### config.mk
export PLATFORM = sky130hd
export DESIGN_NAME = comparator_accumulator
export DESIGN_NICKNAME = d
export VERILOG_FILES = /design/src/rtl/comparator_accumulator.sv
export SDC_FILE = /design/constraint.sdc
export NUM_CORES = 1
export LEC_CHECK = 0
export BUFFER_PORTS_ARGS = -buffer_cell sky130_fd_sc_hd__buf_2
export CAP_MARGIN = 20
export CORE_MARGIN = 2
export CORE_UTILIZATION = 59
export DETAILED_ROUTE_END_ITERATION = 7
export PLACE_DENSITY = 0.91
export SLEW_MARGIN = 20
export SYNTH_ARGS = -nofsm -noshare
export SYNTH_HDL_FRONTEND = slang
export SYNTH_SLANG_ARGS = --single-unit
### constraint.sdc
create_clock -name clk -period 5.3 [get_ports clk]
set_input_delay 1.06 -clock clk [delete_from_list [all_inputs] [get_ports clk]]
set_output_delay 1.06 -clock clk [all_outputs]
set_load 0.05 [all_outputs]
### src/rtl/comparator_accumulator.sv
// Streaming arg-max/arg-min over up to DEPTH handshake beats.
// Emits the winning element and its 0-based beat index once per group.
module comparator_accumulator #(
  parameter int DATA_WIDTH = 8,
  parameter int DEPTH      = 4,
  parameter bit MAX1_MIN0  = 1'b1,
  parameter bit SIGNED     = 1'b0,
  localparam int IDX_WIDTH = (DEPTH > 1) ? $clog2(DEPTH) : 1
) (
  input  logic                  clk,
  input  logic                  rst,
  input  logic [DATA_WIDTH-1:0] in_data,
  input  logic                  in_last,
  input  logic                  in_valid,
  output logic                  in_ready,
  output logic [DATA_WIDTH-1:0] out_data,
  output logic [IDX_WIDTH-1:0]  out_index,
  output logic                  out_valid,
  input  logic                  out_ready
);

  localparam logic [IDX_WIDTH-1:0] LAST_IDX = IDX_WIDTH'(DEPTH - 1);

  // Strict compare: a tie keeps the earlier beat.
  function automatic logic f_better(input logic [DATA_WIDTH-1:0] a,
                                    input logic [DATA_WIDTH-1:0] b);
    logic gt;
    logic lt;
    if (SIGNED) begin
      gt = $signed(a) > $signed(b);
      lt = $signed(a) < $signed(b);
    end else begin
      gt = a > b;
      lt = a < b;
    end
    return MAX1_MIN0 ? gt : lt;
  endfunction

  logic [IDX_WIDTH-1:0]  r_count;
  logic [DATA_WIDTH-1:0] r_acc_val;
  logic [IDX_WIDTH-1:0]  r_acc_idx;
  logic [DATA_WIDTH-1:0] r_out_data;
  logic [IDX_WIDTH-1:0]  r_out_idx;
  logic                  r_out_valid;

  logic                  w_accept;
  logic                  w_close;
  logic                  w_out_hs;
  logic                  w_take;
  logic [DATA_WIDTH-1:0] w_win_val;
  logic [IDX_WIDTH-1:0]  w_win_idx;

  assign in_ready  = rst && (!r_out_valid || out_ready);
  assign w_accept  = in_valid && in_ready;
  assign w_close   = w_accept && ((r_count == LAST_IDX) || in_last);
  assign w_out_hs  = r_out_valid && out_ready;

  // The first beat of a group always seeds the accumulator.
  always_comb begin
    w_take    = (r_count == '0) || f_better(in_data, r_acc_val);
    w_win_val = w_take ? in_data : r_acc_val;
    w_win_idx = w_take ? r_count : r_acc_idx;
  end

  always_ff @(posedge clk or negedge rst) begin
    if (!rst) begin
      r_count     <= '0;
      r_acc_val   <= '0;
      r_acc_idx   <= '0;
      r_out_data  <= '0;
      r_out_idx   <= '0;
      r_out_valid <= 1'b0;
    end else begin
      if (w_accept) begin
        r_acc_val <= w_win_val;
        r_acc_idx <= w_win_idx;
        r_count   <= w_close ? '0 : r_count + 1'b1;
      end
      // A close overrides a same-edge release so back-to-back groups stream.
      if (w_close) begin
        r_out_data  <= w_win_val;
        r_out_idx   <= w_win_idx;
        r_out_valid <= 1'b1;
      end else if (w_out_hs) begin
        r_out_valid <= 1'b0;
      end
    end
  end

  assign out_data  = r_out_data;
  assign out_index = r_out_idx;
  assign out_valid = r_out_valid;

endmodule

==> results of run 1 <==
[tightest hold or removal path: stages, from the launching register on]
cell	delay, ns
dfrtp_1	0.36
nand2b_1	0.08
o21ai_0	0.07
[layer usage]
metal / wire length, µm / global-route usage / vias to the layer above
met5: 0 / 0 / -
li1: - / - / 564
met1: 1280 / 0.349 / 590
met4: 75 / 0.103 / 0
met3: 289 / 0.0543 / 10
met2: 1530 / 0.419 / 66
[cells in the mapped netlist (3+ instances only)]
cell       instances  area [µm²]
a21oi_1           10        50.1
a31oi_1           17         106
clkbuf_1           4        15.0
nor2_1            12        45.0
inv_1             10        37.5
a2bb2oi_1          3        26.3
mux2_2            10         113
ha_1              10         125
nand2_1            7        26.3
dfrtp_1           23         576
o211ai_1          10        75.1
[logic make-up after synthesis]
logic type | after synthesis | share of synthesized area
compound gates | 52 | 0.257
simple gates | 29 | 0.0998
flops | 23 | 0.414
buf+inv | 18 | 0.0585
mux | 10 | 0.0809
fa+ha+maj | 10 | 0.0899
[layout make-up]
cell class	instances	share of cell area
multi-input combinational	101	0.481
clock buffer	4	0.0172
tap	28	0.0229
timing repair buffer	24	0.0784
sequential	23	0.376
inverter	10	0.0245
[how the worst max path moves through the flow]
stage | startpoint | endpoint | slack, ns | depth (start not counted)
6_report | rst | in_ready | 2.28 | 3
5_1_grt | rst | in_ready | 2.17 | 3
4_1_cts | rst | in_ready | 2.25 | 3
3_5_place_dp | rst | out_data[7] | 2.07 | 4
3_3_place_gp | rst | out_index[1] | 2.19 | 5
2_1_floorplan | in_data[3] | r_acc_val[0] | 2.53 | 7
[power by group through the flow]
stage	Combinational [mW]	Sequential, mW	Clock [mW]
after detailed placement	0.434	0.300	0
after floorplan	0.232	0.400	0
after global routing	0.479	0.307	0.0897
final	0.442	0.297	0.0828
after CTS	0.438	0.296	0.0831
after global placement	0.417	0.294	0
[sequential cells by signal (all words and copies together), names as in the netlist]
name / count
out_data: 8
r_count: 2
out_index: 2
r_acc_val: 8
r_acc_idx: 2
out_valid: 1
[per-stage QoR]
step	instance area, µm²	hold slack (ns)
detailed placement	1500	0.509
global route	1530	0.569
floorplan	1390	0.503
CTS	1530	0.538
finish	1530	0.536
global placement	1500	0.497
==> results.txt, run 1 <==
status = completed
CTS hold repair buffers = 0
Worst path max stage delay = 0.44 ns
Critical Path RT = 4.24 ns
first-pass GRT wire length = 5300 µm
Tightest Pin Transition = 0.963 ns
Switching Share = 0.482
Critical Path Slowest Stage Cell = buf_2
post_cts resized = 0
WL final = 3170 µm
area of the multi-input gates = 737 µm²
crit path cell chain = buf_2 > and2_1 > buf_2
Static Leak = 0.689 nW
Die Ht = 52.6 µm
crit end category = output port
Post-synth EDFFs = 0
RSZ-0062 raised after global routing = false
Iter 0 DRT Violations = 44
Critical R2R Launch = r_acc_val[7]
cell mode on critical path = buf_2
# H-tree levels = 1
die span in x = 52.6 µm
final setup fails = 0
synthesized flop and latch total = 23
Reg area = 576 µm²
WP buf/inv = 2
initial antenna violation count = 0
yosys synthesis warning count = 0
MaxCap Viol Count = 0
crit-path leading delay family = buffers and inverters
most frequent cells in the layout = 24 x buf_2, 23 x dfrtp_1, 17 x a31oi_1
Final Wtd Congestion = 0.837
Slew HR = 0.358
Max FO, Critical Path = 25
worst hold path cell count = 2
fill count = 170
Pint = 0.426 mW
clock-pin slew on the worst setup and hold paths = 0.12 ns
final setup margin = 2.28 ns
Final Util = 0.692
CTS root buf = clkbuf_4
Synth async-reset ratio = 1.00
layout cells sized above 1 = 0.247
sequential share of the synthesized area = 0.414
CTS Sinks = 23
top achievable clock speed = 0.331 GHz
min-delay src = out_valid
post-place setup slack = 2.07 ns
Peak VDD IR = 0.303 mV
Net Sw Power = 0.396 mW
vias per cell = 6.47
dpl hpwl = 2290 µm
FP Rows = 17
DR WL/cell = 16.7 µm
Placed Cells incl. Taps = 186
# port buffers = 24
R2R depth = 7
Startpoint Class = input port
buffer count from post-CTS setup fixing = 0
Worst Path Arrival = 1.96 ns
Main synth FF type = dfrtp_1
Hold Path End = out_valid
Gate power share = 0.538
CTS buffer count = 3
# diodes = 0
CTS tree = done
Clk pwr share = 0.101
DRT Pass-1 Iters = 5
Slew Limit Fails = 0
DRC violations left = 0
Layout Nets = 186
Cell Count, Final, Fillers Out = 190
die area = 2760 µm²
worst r2r dst = r_acc_idx[1]
pwr dens = 537 nW/µm²
share of power burned in registers = 0.361
initial core utilization = 0.629
largest net degree at the start of global routing = 26
vias in the first global route = 1131
# IOs = 25
Post-Syn Area = 1390 µm²
leading cell type in the layout, fill and taps excluded = buf_2
syn avg cell area = 9.80 µm²
CP Class = in2out
register-to-register setup slack = 2.84 ns
Total GRT Usage = 0.263
cells after synthesis = 142
Final min period = 3.02 ns
final setup skew = 0.0104 ns
GRT overflow = 0
antenna-violating nets left = 0
Hold Vio Cnt, Final = 0
part of the cycle the worst path needs = 0.569
post-synthesis cell type count = 32
Layout area overhead = 10.1%
setup total negative slack = 0 ns
Tot Pwr = 0.822 mW
via count = 1230
post-synth net total = 165
worst skew pair latency = 0.31 ns
hold crit path type = reg2reg
deepest clock path buffer count = 2
core area = 2210 µm²
Note: power is estimated with default switching activity, not from simulation.
==> run 2, diff against run 1 <==
--- a/config.mk
+++ b/config.mk
@@ -8,9 +8,9 @@
 export BUFFER_PORTS_ARGS = -buffer_cell sky130_fd_sc_hd__buf_2
 export CAP_MARGIN = 20
 export CORE_MARGIN = 2
-export CORE_UTILIZATION = 59
+export CORE_UTILIZATION = 49
 export DETAILED_ROUTE_END_ITERATION = 7
-export PLACE_DENSITY = 0.91
+export PLACE_DENSITY = 0.81
 export SLEW_MARGIN = 20
 export SYNTH_ARGS = -nofsm -noshare
 export SYNTH_HDL_FRONTEND = slang
==> constraint.sdc (replaced) <==
create_clock -name clk -period 2.57 [get_ports clk]
set_input_delay 0.514 -clock clk [delete_from_list [all_inputs] [get_ports clk]]
set_output_delay 0.514 -clock clk [all_outputs]
set_load 0.05 [all_outputs]
==> results.txt, run 2 (synthesis results as in run 1) <==
clock-pin slew on the worst setup and hold paths = 0.13 ns
Die Ht = 57.3 µm
core area = 2730 µm²
final setup margin = 0.204 ns
top achievable clock speed = 0.423 GHz
DRT Pass-1 Iters = 4
DRC violations left = 0
die area = 3280 µm²
CTS Sinks = 23
WL met3 = 155 µm
buffer count from post-CTS setup fixing = 0
post_cts resized = 0
CTS root buf = clkbuf_4
top sig layer = met4
setup total negative slack = 0 ns
Slew Limit Fails = 0
# H-tree levels = 1
crit end category = flip-flop
hold crit path type = in2async
# port buffers = 24
worst skew pair latency = 0.31 ns
status = completed
pwr dens = 1070 nW/µm²
part of the cycle the worst path needs = 0.921
dpl hpwl = 2350 µm
Reg area = 576 µm²
CTS tree = done
vias in the first global route = 1117
via count = 1209
initial antenna violation count = 0
Critical Path RT = 2.78 ns
Peak VDD IR = 0.694 mV
FP Rows = 19
Iter 0 DRT Violations = 62
fill count = 238
CTS hold repair buffers = 0
layout cells sized above 1 = 0.278
Layout area overhead = 14.0%
CP Class = reg2reg
WL final = 2960 µm
M1 WL = 1400 µm
Startpoint Class = flip-flop
Slew HR = 0.534
Max FO, Critical Path = 10
post-place setup slack = 0.0374 ns
Tightest Pin Transition = 0.694 ns
GRT overflow = 0
Layout Nets = 193
initial core utilization = 0.509
MaxCap Viol Count = 0
first-pass GRT wire length = 5140 µm
antenna-violating nets left = 0
CTS buffer count = 3
met2 wire length = 1360 µm
largest net degree at the start of global routing = 25
most frequent cells in the layout = 24 x buf_2, 23 x dfrtp_1, 17 x a31oi_1
RSZ-0062 raised after global routing = false
Hold Vio Cnt, Final = 0
# diodes = 0
# IOs = 25
deepest clock path buffer count = 2
final setup skew = 0.00423 ns
leading cell type in the layout, fill and taps excluded = buf_2
die span in x = 57.3 µm
Static Leak = 0.725 nW
Total GRT Usage = 0.199
vias per cell = 6.05
final setup fails = 0
area of the multi-input gates = 734 µm²
Worst Path Arrival = 2.58 ns
Final Wtd Congestion = 0.880
DR WL/cell = 14.8 µm
Final min period = 2.37 ns
run 2: cell count changes in the layout (fill, tap and decap cells not counted), sizes merged:
| cell | previous run | this run |
|---|---|---|
| clkinv | 0 | 1 |
| clkbuf | 4 | 3 |
| buf | 24 | 31 |
run 2: final timing paths:
path                                    from            to  slack [ns]  cells after the start
worst max-delay path            r_acc_val[7]  r_acc_idx[0]        0.20                      7
worst min-delay path                     rst  r_acc_val[7]        0.19                      2
worst max register to register  r_acc_val[7]  r_acc_idx[0]        0.20                      7
worst min register to register     out_valid     out_valid        0.54                      2
max in group asynchronous                rst   out_data[1]        2.16                      2
min in group clk                  in_data[0]  r_acc_val[0]        0.47                      2
run 2: worst max-delay path, cell delays in order, from the launching register on:
cell and delay (ns):
dfrtp_1 0.40, inv_1 0.08, ha_1 0.33, o21a_1 0.15, a2111o_1 0.27, nand2_4 0.10
a211oi_4 0.54, mux2_2 0.40
run 2: layout make-up:
cell class / count / share of cell area
multi-input combinational: 101 / 0.463
clock buffer: 3 / 0.0142
timing repair buffer: 31 / 0.109
clock inverter: 1 / 0.00315
sequential: 23 / 0.363
inverter: 10 / 0.0237
tap: 31 / 0.0244
run 2: stage by stage:
stage	power, mW	instance area, µm²	cells	hold slack [ns]	utilization
floorplan	1.30	1390	142	0.218	-
global placement	1.49	1560	196	0.503	0.570
detailed placement	1.53	1560	196	0.514	0.570
CTS	1.70	1590	200	0.191	0.580
global route	1.82	1590	200	0.212	0.580
finish	1.70	1590	200	0.187	0.580
run 2: power by group:
part	switching, mW	total [mW]	internal, mW
logic	0.587	0.914	0.327
registers	0.108	0.615	0.507
clock network	0.112	0.170	0.0582
total	0.807	1.70	0.892
run 2: routing by layer:
metal | vias up | global-route usage
met4 | 0 | 0.0498
met3 | 5 | 0.0272
met1 | 573 | 0.283
met2 | 49 | 0.323
met5 | - | 0
li1 | 582 | -
==> run 3, diff against run 2 <==
--- a/config.mk
+++ b/config.mk
@@ -9,7 +9,9 @@
 export CAP_MARGIN = 20
 export CORE_MARGIN = 2
 export CORE_UTILIZATION = 49
+export CTS_CLUSTER_SIZE = 28
 export DETAILED_ROUTE_END_ITERATION = 7
+export GPL_TIMING_DRIVEN = 0
 export PLACE_DENSITY = 0.81
 export SLEW_MARGIN = 20
 export SYNTH_ARGS = -nofsm -noshare
==> results.txt, run 3 (synthesis results as in run 1) <==
Max FO, Critical Path = 10
part of the cycle the worst path needs = 0.943
placed standard-cell area = 1550 µm²
buffer count from post-CTS setup fixing = 0
Final Util = 0.577
vias per cell = 6.01
initial core utilization = 0.509
die area = 3280 µm²
DRT Pass-1 Iters = 4
CTS tree = done
RSZ-0062 raised after global routing = false
WL final = 3060 µm
leading cell type in the layout, fill and taps excluded = buf_2
CTS root buf = clkbuf_4
CTS Sinks = 23
worst skew pair latency = 0.31 ns
Final Wtd Congestion = 0.904
antenna-violating nets left = 0
# H-tree levels = 1
# port buffers = 24
post_cts resized = 0
most frequent cells in the layout = 26 x buf_2, 23 x dfrtp_1, 17 x a31oi_1
GRT overflow = 0
worst r2r dst = r_acc_val[2]
final setup skew = 0.0108 ns
Die Ht = 57.3 µm
crit end category = flip-flop
Static Leak = 0.709 nW
Iter 0 DRT Violations = 53
DRC violations left = 0
Startpoint Class = flip-flop
Critical R2R Launch = r_acc_val[3]
Placed Cells incl. Taps = 197
DR WL/cell = 15.2 µm
largest net degree at the start of global routing = 26
R2R depth = 8
hold crit path type = in2async
setup total negative slack = 0 ns
Hold Vio Cnt, Final = 0
pwr dens = 1070 nW/µm²
CP Class = reg2reg
CTS buffer count = 3
# diodes = 0
# IOs = 25
Total GRT Usage = 0.203
vias in the first global route = 1130
Final min period = 2.42 ns
Critical Path RT = 2.77 ns
Slew Limit Fails = 0
final setup margin = 0.146 ns
Layout area overhead = 13.3%
design area = 1580 µm²
clock-pin slew on the worst setup and hold paths = 0.13 ns
initial antenna violation count = 0
core area = 2730 µm²
register-to-register setup slack = 0.15 ns
fill count = 235
FP Rows = 19
post-place setup slack = -0.0648 ns
via count = 1208
Cell Count, Final, Fillers Out = 201
first-pass GRT wire length = 5110 µm
Worst Path Arrival = 2.62 ns
final setup fails = 0
dpl hpwl = 2440 µm
Layout Nets = 194
Peak VDD IR = 0.749 mV
MaxCap Viol Count = 0
die span in x = 57.3 µm
deepest clock path buffer count = 2
Tightest Pin Transition = 0.626 ns
top achievable clock speed = 0.412 GHz
Slew HR = 0.580
layout cells sized above 1 = 0.253
status = completed
CTS hold repair buffers = 0
## run 3: report_power, final
part / leakage (nW) / switching (mW) / internal (mW) / total [mW]
registers: 0.270 / 0.102 / 0.507 / 0.610
logic: 0.424 / 0.594 / 0.322 / 0.916
clock network: 0.0150 / 0.106 / 0.0606 / 0.166
total: 0.709 / 0.803 / 0.890 / 1.69
## run 3: layout make-up
class / count / area [µm²] / area share
buffer: 8 / 43.8 / 0.0278
clock buffer: 4 / 26.3 / 0.0167
inverter: 10 / 37.5 / 0.0238
multi-input combinational: 101 / 734 / 0.466
sequential: 23 / 576 / 0.365
tap: 31 / 38.8 / 0.0246
timing repair buffer: 24 / 120 / 0.0762
## run 3: metal layers
metal / vias to the layer above / GRT usage / share of wire
li1: 586 / - / -
met2: 44 / 0.342 / 0.49
met3: 5 / 0.0272 / 0.057
met5: - / 0 / 0
met4: 0 / 0.0963 / 0.019
met1: 573 / 0.259 / 0.44
## run 3: metrics by stage
step	hold slack [ns]	total power [mW]
finish	0.149	1.69
global route	0.188	1.80
CTS	0.171	1.69
detailed placement	0.524	1.53
global placement	0.501	1.48
floorplan	0.218	1.30
## run 3: worst max-delay path, cell delays in order, from the launching register on
cell      delay (ns)
dfrtp_1         0.38
inv_1           0.07
ha_1            0.30
nand2_1         0.10
o21bai_1        0.19
a21o_1          0.19
buf_6           0.14
a211oi_4        0.53
mux2_2          0.41
## run 3: how the worst max path moves through the flow
stage,startpoint,endpoint
6_report,r_acc_val[3],r_acc_val[2]
2_1_floorplan,in_data[3],r_acc_val[0]
3_3_place_gp,in_data[7],r_acc_idx[0]
3_5_place_dp,in_data[7],r_acc_val[2]
5_1_grt,r_acc_val[7],r_acc_val[3]
4_1_cts,r_acc_val[6],r_acc_val[2]
